[src/rtl/instr_decode_ctrl_if.sv]
// Memory-side handshake bundle for instr_decode_ctrl: instruction fetch and data access.
// master = controller, slave = memory / testbench.
interface instr_decode_ctrl_if #(
  parameter int unsigned PC_W = 8
);
  logic            imem_rd_po;
  logic [PC_W-1:0] imem_addr_po;
  logic [15:0]     imem_data_pi;
  logic            imem_valid_pi;
  logic            dmem_rd_po;
  logic            dmem_wr_po;
  logic            dmem_ack_pi;

  modport master (
    output imem_rd_po, imem_addr_po, dmem_rd_po, dmem_wr_po,
    input  imem_data_pi, imem_valid_pi, dmem_ack_pi
  );

  modport slave (
    input  imem_rd_po, imem_addr_po, dmem_rd_po, dmem_wr_po,
    output imem_data_pi, imem_valid_pi, dmem_ack_pi
  );
endinterface

[src/rtl/instr_decode_ctrl.sv]
// Multi-cycle fetch/decode/execute controller feeding the register file.
// One instruction in flight; strobes are a combinational decode of state and IR.
// Optional feature: define INSTR_COUNT_EN to add the retired-instruction counter
// output retired_cnt_po.
module instr_decode_ctrl #(
  parameter int unsigned PC_W = 8
) (
  input  logic                clk_pi,
  input  logic                reset_n_pi,
  input  logic                run_pi,
  instr_decode_ctrl_if.master mem,
  output logic [2:0]          source_reg1_po,
  output logic [2:0]          source_reg2_po,
  output logic [2:0]          destination_reg_po,
  output logic [7:0]          immediate_po,
  output logic [3:0]          alu_op_po,
  output logic                result_sel_po,
  output logic                clk_en_po,
  output logic                wr_destination_reg_po,
  output logic                movi_lower_po,
  output logic                movi_higher_po,
  output logic                flags_hold_po,
  output logic                halted_po,
  output logic [PC_W-1:0]     pc_po
`ifdef INSTR_COUNT_EN
  ,
  output logic [15:0]         retired_cnt_po
`endif
);

  typedef enum logic [2:0] {StIdle, StFetch, StDecode, StExec, StHalted} state_e;

  localparam logic [3:0] OpAdd   = 4'h1;
  localparam logic [3:0] OpAddc  = 4'h2;
  localparam logic [3:0] OpSub   = 4'h3;
  localparam logic [3:0] OpSubb  = 4'h4;
  localparam logic [3:0] OpAnd   = 4'h5;
  localparam logic [3:0] OpOr    = 4'h6;
  localparam logic [3:0] OpXor   = 4'h7;
  localparam logic [3:0] OpNot   = 4'h8;
  localparam logic [3:0] OpMovil = 4'h9;
  localparam logic [3:0] OpMovih = 4'hA;
  localparam logic [3:0] OpLoad  = 4'hB;
  localparam logic [3:0] OpStore = 4'hC;
  localparam logic [3:0] OpHalt  = 4'hF;

  state_e          state_q, state_d;
  logic [PC_W-1:0] pc_q, pc_d;
  logic [15:0]     ir_q, ir_d;
  logic [3:0]      opcode;
  logic            exec_done;

  assign opcode = ir_q[15:12];

  // Instruction fields are decoded straight from IR; they are meaningful from DECODE on.
  assign alu_op_po          = opcode;
  assign destination_reg_po = ir_q[11:9];
  assign source_reg1_po     = ir_q[8:6];
  assign source_reg2_po     = ir_q[5:3];
  assign immediate_po       = ir_q[7:0];
  assign halted_po          = (state_q == StHalted);
  assign pc_po              = pc_q;
  assign mem.imem_addr_po   = pc_q;

  // State, PC and IR registers.
  always_ff @(posedge clk_pi or negedge reset_n_pi) begin
    if (!reset_n_pi) begin
      state_q <= StIdle;
      pc_q    <= '0;
      ir_q    <= '0;
    end else begin
      state_q <= state_d;
      pc_q    <= pc_d;
      ir_q    <= ir_d;
    end
  end

  // Next-state logic plus request and strobe decode.
  always_comb begin
    state_d               = state_q;
    pc_d                  = pc_q;
    ir_d                  = ir_q;
    mem.imem_rd_po        = 1'b0;
    mem.dmem_rd_po        = 1'b0;
    mem.dmem_wr_po        = 1'b0;
    clk_en_po             = 1'b0;
    wr_destination_reg_po = 1'b0;
    movi_lower_po         = 1'b0;
    movi_higher_po        = 1'b0;
    flags_hold_po         = 1'b0;
    result_sel_po         = 1'b0;
    exec_done             = 1'b0;
    unique case (state_q)
      StIdle: begin
        if (run_pi) state_d = StFetch;
      end
      StFetch: begin
        mem.imem_rd_po = 1'b1;
        if (mem.imem_valid_pi) begin
          ir_d    = mem.imem_data_pi;
          state_d = StDecode;
        end
      end
      StDecode: begin
        state_d = StExec;
      end
      StExec: begin
        exec_done = 1'b1;
        case (opcode)
          OpAdd, OpAddc, OpSub, OpSubb, OpAnd, OpOr, OpXor, OpNot: begin
            clk_en_po             = 1'b1;
            wr_destination_reg_po = 1'b1;
          end
          OpMovil, OpMovih: begin
            clk_en_po             = 1'b1;
            wr_destination_reg_po = 1'b1;
            movi_lower_po         = (opcode == OpMovil);
            movi_higher_po        = (opcode == OpMovih);
            flags_hold_po         = 1'b1;
          end
          OpLoad: begin
            mem.dmem_rd_po = 1'b1;
            exec_done      = mem.dmem_ack_pi;
            if (mem.dmem_ack_pi) begin
              clk_en_po             = 1'b1;
              wr_destination_reg_po = 1'b1;
              result_sel_po         = 1'b1;
              flags_hold_po         = 1'b1;
            end
          end
          OpStore: begin
            mem.dmem_wr_po = 1'b1;
            exec_done      = mem.dmem_ack_pi;
          end
          OpHalt: begin
            exec_done = 1'b0;
            state_d   = StHalted;
          end
          default: ;
        endcase
        // run_pi is only sampled here, so a deasserted run parks in IDLE before the next fetch.
        if (exec_done) begin
          pc_d    = pc_q + PC_W'(1);
          state_d = run_pi ? StFetch : StIdle;
        end
      end
      StHalted: ;
      default: state_d = StIdle;
    endcase
  end

`ifdef INSTR_COUNT_EN
  logic [15:0] cnt_q;
  logic        retire;

  // Any exit from EXEC (including into HALTED) retires one instruction.
  assign retire         = (state_q == StExec) && (state_d != StExec);
  assign retired_cnt_po = cnt_q;

  // Retired-instruction counter, wraps naturally.
  always_ff @(posedge clk_pi or negedge reset_n_pi) begin
    if (!reset_n_pi) cnt_q <= '0;
    else if (retire) cnt_q <= cnt_q + 16'd1;
  end
`endif

endmodule

[src/flat_wrapper.sv]
// flat-port wrapper written by rule: the top's interface ports become plain ports
module instr_decode_ctrl_flat 
#(
  parameter int unsigned PC_W = 8
)
  (clk_pi, reset_n_pi, run_pi, source_reg1_po, source_reg2_po, destination_reg_po, immediate_po, alu_op_po, result_sel_po, clk_en_po, wr_destination_reg_po, movi_lower_po, movi_higher_po, flags_hold_po, halted_po, pc_po, mem_imem_rd_po, mem_imem_addr_po, mem_dmem_rd_po, mem_dmem_wr_po, mem_imem_data_pi, mem_imem_valid_pi, mem_dmem_ack_pi);
  instr_decode_ctrl_if #(.PC_W(PC_W)) mem_i ();
  input  logic clk_pi;
  input  logic reset_n_pi;
  input  logic run_pi;
  output logic [2:0] source_reg1_po;
  output logic [2:0] source_reg2_po;
  output logic [2:0] destination_reg_po;
  output logic [7:0] immediate_po;
  output logic [3:0] alu_op_po;
  output logic result_sel_po;
  output logic clk_en_po;
  output logic wr_destination_reg_po;
  output logic movi_lower_po;
  output logic movi_higher_po;
  output logic flags_hold_po;
  output logic halted_po;
  output logic [PC_W-1:0] pc_po;
  output wire logic [$bits(mem_i.imem_rd_po)-1:0] mem_imem_rd_po;
  output wire logic [$bits(mem_i.imem_addr_po)-1:0] mem_imem_addr_po;
  output wire logic [$bits(mem_i.dmem_rd_po)-1:0] mem_dmem_rd_po;
  output wire logic [$bits(mem_i.dmem_wr_po)-1:0] mem_dmem_wr_po;
  input wire logic [$bits(mem_i.imem_data_pi)-1:0] mem_imem_data_pi;
  input wire logic [$bits(mem_i.imem_valid_pi)-1:0] mem_imem_valid_pi;
  input wire logic [$bits(mem_i.dmem_ack_pi)-1:0] mem_dmem_ack_pi;
  assign mem_imem_rd_po = mem_i.imem_rd_po;
  assign mem_imem_addr_po = mem_i.imem_addr_po;
  assign mem_dmem_rd_po = mem_i.dmem_rd_po;
  assign mem_dmem_wr_po = mem_i.dmem_wr_po;
  assign mem_i.imem_data_pi = mem_imem_data_pi;
  assign mem_i.imem_valid_pi = mem_imem_valid_pi;
  assign mem_i.dmem_ack_pi = mem_dmem_ack_pi;
  instr_decode_ctrl #(.PC_W(PC_W)) u_core (.clk_pi(clk_pi), .reset_n_pi(reset_n_pi), .run_pi(run_pi), .mem(mem_i), .source_reg1_po(source_reg1_po), .source_reg2_po(source_reg2_po), .destination_reg_po(destination_reg_po), .immediate_po(immediate_po), .alu_op_po(alu_op_po), .result_sel_po(result_sel_po), .clk_en_po(clk_en_po), .wr_destination_reg_po(wr_destination_reg_po), .movi_lower_po(movi_lower_po), .movi_higher_po(movi_higher_po), .flags_hold_po(flags_hold_po), .halted_po(halted_po), .pc_po(pc_po));
endmodule
[config.mk]
export PLATFORM = sky130hd
export DESIGN_NAME = instr_decode_ctrl_flat
export DESIGN_NICKNAME = d
export VERILOG_FILES = /design/src/rtl/instr_decode_ctrl_if.sv /design/src/rtl/instr_decode_ctrl.sv /design/src/flat_wrapper.sv
export SDC_FILE = /design/constraint.sdc
export NUM_CORES = 1
export LEC_CHECK = 0
export CAP_MARGIN = 15
export CORE_ASPECT_RATIO = 1.75
export CORE_MARGIN = 1.5
export CORE_UTILIZATION = 28
export CTS_BUF_LIST = sky130_fd_sc_hd__clkbuf_4 sky130_fd_sc_hd__clkbuf_8
export DETAILED_ROUTE_END_ITERATION = 6
export GPL_ROUTABILITY_DRIVEN = 0
export SYNTH_ARGS = -nofsm -noshare
export SYNTH_HDL_FRONTEND = slang
export SYNTH_SLANG_ARGS = --single-unit
[constraint.sdc]
create_clock -name clk_pi -period 1.8 [get_ports clk_pi]
set_input_delay 0.54 -clock clk_pi [delete_from_list [all_inputs] [get_ports clk_pi]]
set_output_delay 0.54 -clock clk_pi [all_outputs]
set_load 0.02 [all_outputs]
==> Word-level counts from Yosys, hierarchy flattened <==
Cells that the tools add are included.
{ "op_classes": {"n_addsub": 1, "n_bitwise": 1, "eq_ne": 20, "reduce_logical": 7, "mux": 24} }
{ "ops": {"columns": ["operator", "count"], "rows": [
  ["4-bit == test, second input constant", 6],
  ["4-bit by 3-bit == test with 1-bit output, second input constant", 4],
  ["1-bit two-way mux", 16],
  ["3-bit one-hot mux with 5 select lines", 1],
  ["3-bit two-way mux", 4],
  ["10-bit OR reduction", 1],
  ["8-bit by 1-bit adder with 8-bit output, second input constant", 1],
  ["4-bit by 2-bit == test with 1-bit output, second input constant", 2],
  ["3-bit by 2-bit == test with 1-bit output, second input constant", 2],
  ["1-bit one-hot mux with 2 select lines", 3],
  ["4-bit by 1-bit == test with 1-bit output, second input constant", 1],
  ["2-bit inequality test, second input constant", 2],
  ["2-bit AND reduction", 2],
  ["4-bit AND reduction", 1],
  ["2-bit OR reduction", 2],
  ["3-bit by 1-bit == test with 1-bit output, second input constant", 1],
  ["3-bit == test, second input constant", 1],
  ["3-bit zero test", 1],
  ["3-bit by 2-bit inequality test with 1-bit output, second input constant", 1],
  ["1-bit inverter", 1]
]} }
{ "totals": {"elab_cells": 56, "out_inout_bits": 47, "inputBits": 21, "ff_bits": 27} }

==> Depth between registers and ports, before layout <==
{ "depth": {"word_depth": 6, "mapped_depth": 6, "depth_no_buf": 4} }

==> Least setup slack after synthesis <==
Ideal clock, no wire load.
{ "synth_path": {"path_kind": "register to output", "start": "register u_core.state_q[1]", "end": "output movi_higher_po", "required_time_ps": 1260, "stages_incl_launch_ff": 6, "path_buffers": 1, "path_slack_ps": -381, "t_arrival_ps": 1641, "cell_sequence": "dfrtp_1 > buf_2 > and3b_1 > nand2_1 > or2_1 > nor3b_1"} }
{ "synth_via": {"elab_chain_len": 2} }
{ "synth_lines": {"columns": ["item", "line_no", "text"], "rows": [
  ["start, declared", "instr_decode_ctrl.sv:47", "state_e state_q, state_d;"],
  ["start signal, assigned", "instr_decode_ctrl.sv:68", "state_q <= StIdle;"],
  ["start signal, assigned", "instr_decode_ctrl.sv:72", "state_q <= state_d;"],
  ["3-bit by 2-bit == test with 1-bit output", "instr_decode_ctrl.sv:93", "unique case (state_q)"],
  ["1-bit two-way mux", "instr_decode_ctrl.sv:93", null],
  ["end, declared", "flat_wrapper.sv:20", "output logic movi_higher_po;"]
]} }
No other way between the ends.

==> Worst setup path after layout <==
{ "layout_path": {"start": "register u_core.state_q[2]", "end": "output result_sel_po"} }
{ "layout_via": {"elab_chain_len": 2} }
{ "layout_lines": {"columns": ["item", "line_no", "text"], "rows": [
  ["3-bit by 2-bit == test with 1-bit output", "instr_decode_ctrl.sv:93", null],
  ["1-bit two-way mux", "instr_decode_ctrl.sv:93", null],
  ["end, declared", "flat_wrapper.sv:16", "output logic result_sel_po;"]
]} }
No other way between the ends.

==> flow_summary_export.csv <==
group,metric,value,unit
die,die_height,97.79,um
logic_synthesis,syn_area_per_cell,11.32,sq um
clocking,cts_hold_buf,0,
finish,syn_to_final_growth,66.41,%
finish,n_antenna_cell,0,
timing,worstMarginPinSlew,0.3351,ns
routing,drc,0,
logic_synthesis,synth_seq_cells,27,
logic_synthesis,yosysTopAreaCell,"dfrtp_1",
placement,pre_cts_slack,-0.9226,ns
finish,layout-drive-gt1-share,0.4049,
routing,route.met2.wl,2.100,mm
timing,fin_crit,2.109,ns
placement,portBuffers,67,
timing,maxSlewHeadroom,0.7766,
routing,dr.pass1.iters,4,
timing,hold_ws,0.4965,ns
routing,antenna_left,0,
logic_synthesis,synth.area.top_cells,"dfrtp_1, mux2_2, buf_4",
outcome,violations,"setup timing",
logic_synthesis,ys_types,35,
grt,grt_pass1_wl,6.285,mm
outcome,status,"complete, but fails checks",
routing,met1Wirelength,1.387,mm
timing,drv_slew,0,
clocking,clock_latency,0.27,ns
timing,max_freq,474.1,MHz
timing,rsz0062_at_grt,"true",
logic_synthesis,synth_edf_count,0,
placement,dpl-instance-area,2282,sq um
setup_path,crit_path_max_fanout,5,
setup_path,critical_path_class,"flip-flop to primary output",
timing,fin_ws,-0.3092,ns
grt,grt-ovfl-total,0,
setup_path,crit_path_start,"u_core.state_q[2]$_DFFE_PN0P_",
clocking,cts.htree.levels,1,
clocking,path_clk_slew,0.08,ns
placement,placed_cells,253,
logic_synthesis,async_flop_share,1.000,
logic_synthesis,yosys-top-cells-count,"dfrtp_1, mux2_2, buf_4",
timing,skew,0.007630,ns
setup_path,rr_worst_depth,5,
logic_synthesis,synth_cells,127,
timing,hold_viol,0,
clocking,cts_buffer_depth,2,
finish,nets,228,
timing,setup_viol,9,
setup_path,r2r_setup_slack,-0.02,ns
logic_synthesis,synth.top_cell.area_share,0.4700,
routing,top_layer,"met4",
setup_path,worstPathArrival,1.57,ns
routing,vias,1243,
die,rows,34,
setup_path,critPathCaptureType,"primary output",
die,start_util,0.2888,
routing,wl_per_cell,14.55,um
grt,antenna_found_initial,0,
placement,dp_hpwl,2.928,mm
clocking,root_buffer,"clkbuf_8",
grt,grt.total_usage,0.1406,
setup_path,worstPathRequired,1.26,ns
logic_synthesis,yosys_warnings,0,
die,core,4977,sq um
routing,wl_met3,191,um
clocking,cts_tree,"done",
finish,fin_cells,259,
grt,grt_max_degree,28,
die,die_w,57.17,um
setup_path,start_kind,"flip-flop",
logic_synthesis,synthFlopType,"dfrtp_1",
routing,drt_iter0_drc,17,
timing,min_period_over_period,1.172,
routing,wirelength,3.768,mm
run,cap_violations,0,
routing,via_per_inst,4.799,
setup_path,endpoint,"result_sel_po",
finish,final_cell_area,2392,sq um
setup_path,rr_endpoint,"u_core.state_q[0]$_DFFE_PN0P_",
clocking,cts.sinks,27,
logic_synthesis,yosysMostFrequentCell,"dfrtp_1",
min_path,hold_path_class,"flip-flop to flip-flop",
pwr,pwr_density_cell,1803,nW/um^2
grt,grt_pass1_vias,1385,
clocking,cts_buffers,3,
logic_synthesis,synth_fp_nets,149,
die,io_pins,68,
pwr,irDropWorstVdd,1072,uV
finish,fillCellCount,483,
logic_synthesis,syn_area,1438,sq um
logic_synthesis,ys_seq_area_frac,0.4700,
setup_path,r2r-start,"u_core.ir_q[13]$_DFFE_PN0P_",
die,die_area,5590,sq um
pwr,p_leak,1.137,nW
per-layer routing:
layer	track usage	up-vias
li1	-	587
met1	0.1529	593
met2	0.2599	55
met3	0.01987	8
met4	0.06261	0
met5	0	-
worst min path at each step:
stage,from,endpoint,cells past startpoint
floorplan,reset_n_pi,u_core.ir_q[0]$_DFFE_PN0P_,0
global placement,u_core.mem.imem_addr_po[7]$_DFFE_PN0P_,u_core.mem.imem_addr_po[7]$_DFFE_PN0P_,1
detailed placement,u_core.mem.imem_addr_po[7]$_DFFE_PN0P_,u_core.mem.imem_addr_po[7]$_DFFE_PN0P_,1
CTS,u_core.mem.imem_addr_po[7]$_DFFE_PN0P_,u_core.mem.imem_addr_po[7]$_DFFE_PN0P_,1
global route,u_core.ir_q[1]$_DFFE_PN0P_,u_core.ir_q[1]$_DFFE_PN0P_,1
finish,u_core.mem.imem_addr_po[7]$_DFFE_PN0P_,u_core.mem.imem_addr_po[7]$_DFFE_PN0P_,1
cell usage in the layout, fill, tap and decap left out, types with 2 or more instances in the layout:
master / netlist / final
clkdlybuf4s50_1: 0 / 20
nor3b_4: 0 / 2
buf_6: 0 / 11
mux2_2: 18 / 16
and2_1: 2 / 2
xnor2_1: 2 / 2
and3b_2: 0 / 2
nor2_2: 0 / 2
dfrtp_2: 0 / 2
xor2_1: 5 / 5
buf_4: 15 / 24
nor2_4: 0 / 3
nand3_1: 4 / 4
a21oi_1: 2 / 2
inv_1: 2 / 2
nand2_1: 4 / 3
mux2_4: 0 / 2
nor2_1: 9 / 4
dfrtp_1: 27 / 25
clkbuf_8: 0 / 3
nand4_1: 2 / 2
dlymetal6s2s_1: 0 / 7
nor3_1: 5 / 4
o21a_1: 3 / 3
dlygate4sd2_1: 0 / 29
power breakdown:
| group | internal [W] | switching, W | total (W) |
|---|---|---|---|
| clock | 0.000173 | 0.000176 | 0.000349 |
| sequential | 0.000897 | 0.000243 | 0.00114 |
| combinational | 0.00139 | 0.00143 | 0.00283 |
what timing repair did:
action	4_1_cts	5_1_grt
pin swaps	6	1
buffers inserted	1	2
resized for setup	95	17
endpoints found under the setup margin	50	21
layout make-up:
type	count	area (sq um)	share of cell area
multi-input combinational	79	728.2	0.3044
clock buffer	4	48.80	0.02040
inverter	2	7.507	0.003138
sequential	27	678.2	0.2835
timing repair buffer	93	862.1	0.3604
tap	54	67.56	0.02824
flip-flops by register name, summed over array words and instances, names as in the netlist:
name	flops
u_core.ir_q	16
u_core.state_q	3
u_core.mem.imem_addr_po	8
worst max-delay path, stage by stage (launching register included):
cell and delay (ns):
dfrtp_1 0.38, and3b_2 0.25, nand2_2 0.06, or2_4 0.28, buf_4 0.15, nor2_4 0.07, buf_6 0.12
logic make-up after synthesis:
logic type / after synthesis / share of synthesized area
multiplexers: 18 / 0.1410
buffers and inverters: 21 / 0.09574
flip-flops: 27 / 0.4700
AO/OA/AOI/OAI: 12 / 0.07834
AND/OR/NAND/NOR: 41 / 0.1636
adder cells (fa/ha/maj): 1 / 0.008702
XOR/XNOR: 7 / 0.04265
metrics by stage:
stage,setup TNS (ns),util,total power [W]
after global routing,-2.305,0.4806,0.004588
after floorplan,-0.4967,-,0.002859
after detailed placement,-10.85,0.4585,0.004043
final,-1.722,0.4806,0.004314
after global placement,-10.34,0.4585,0.003974
after CTS,-1.687,0.4666,0.004276
No activity file was read; power rests on OpenSTA's default activity.
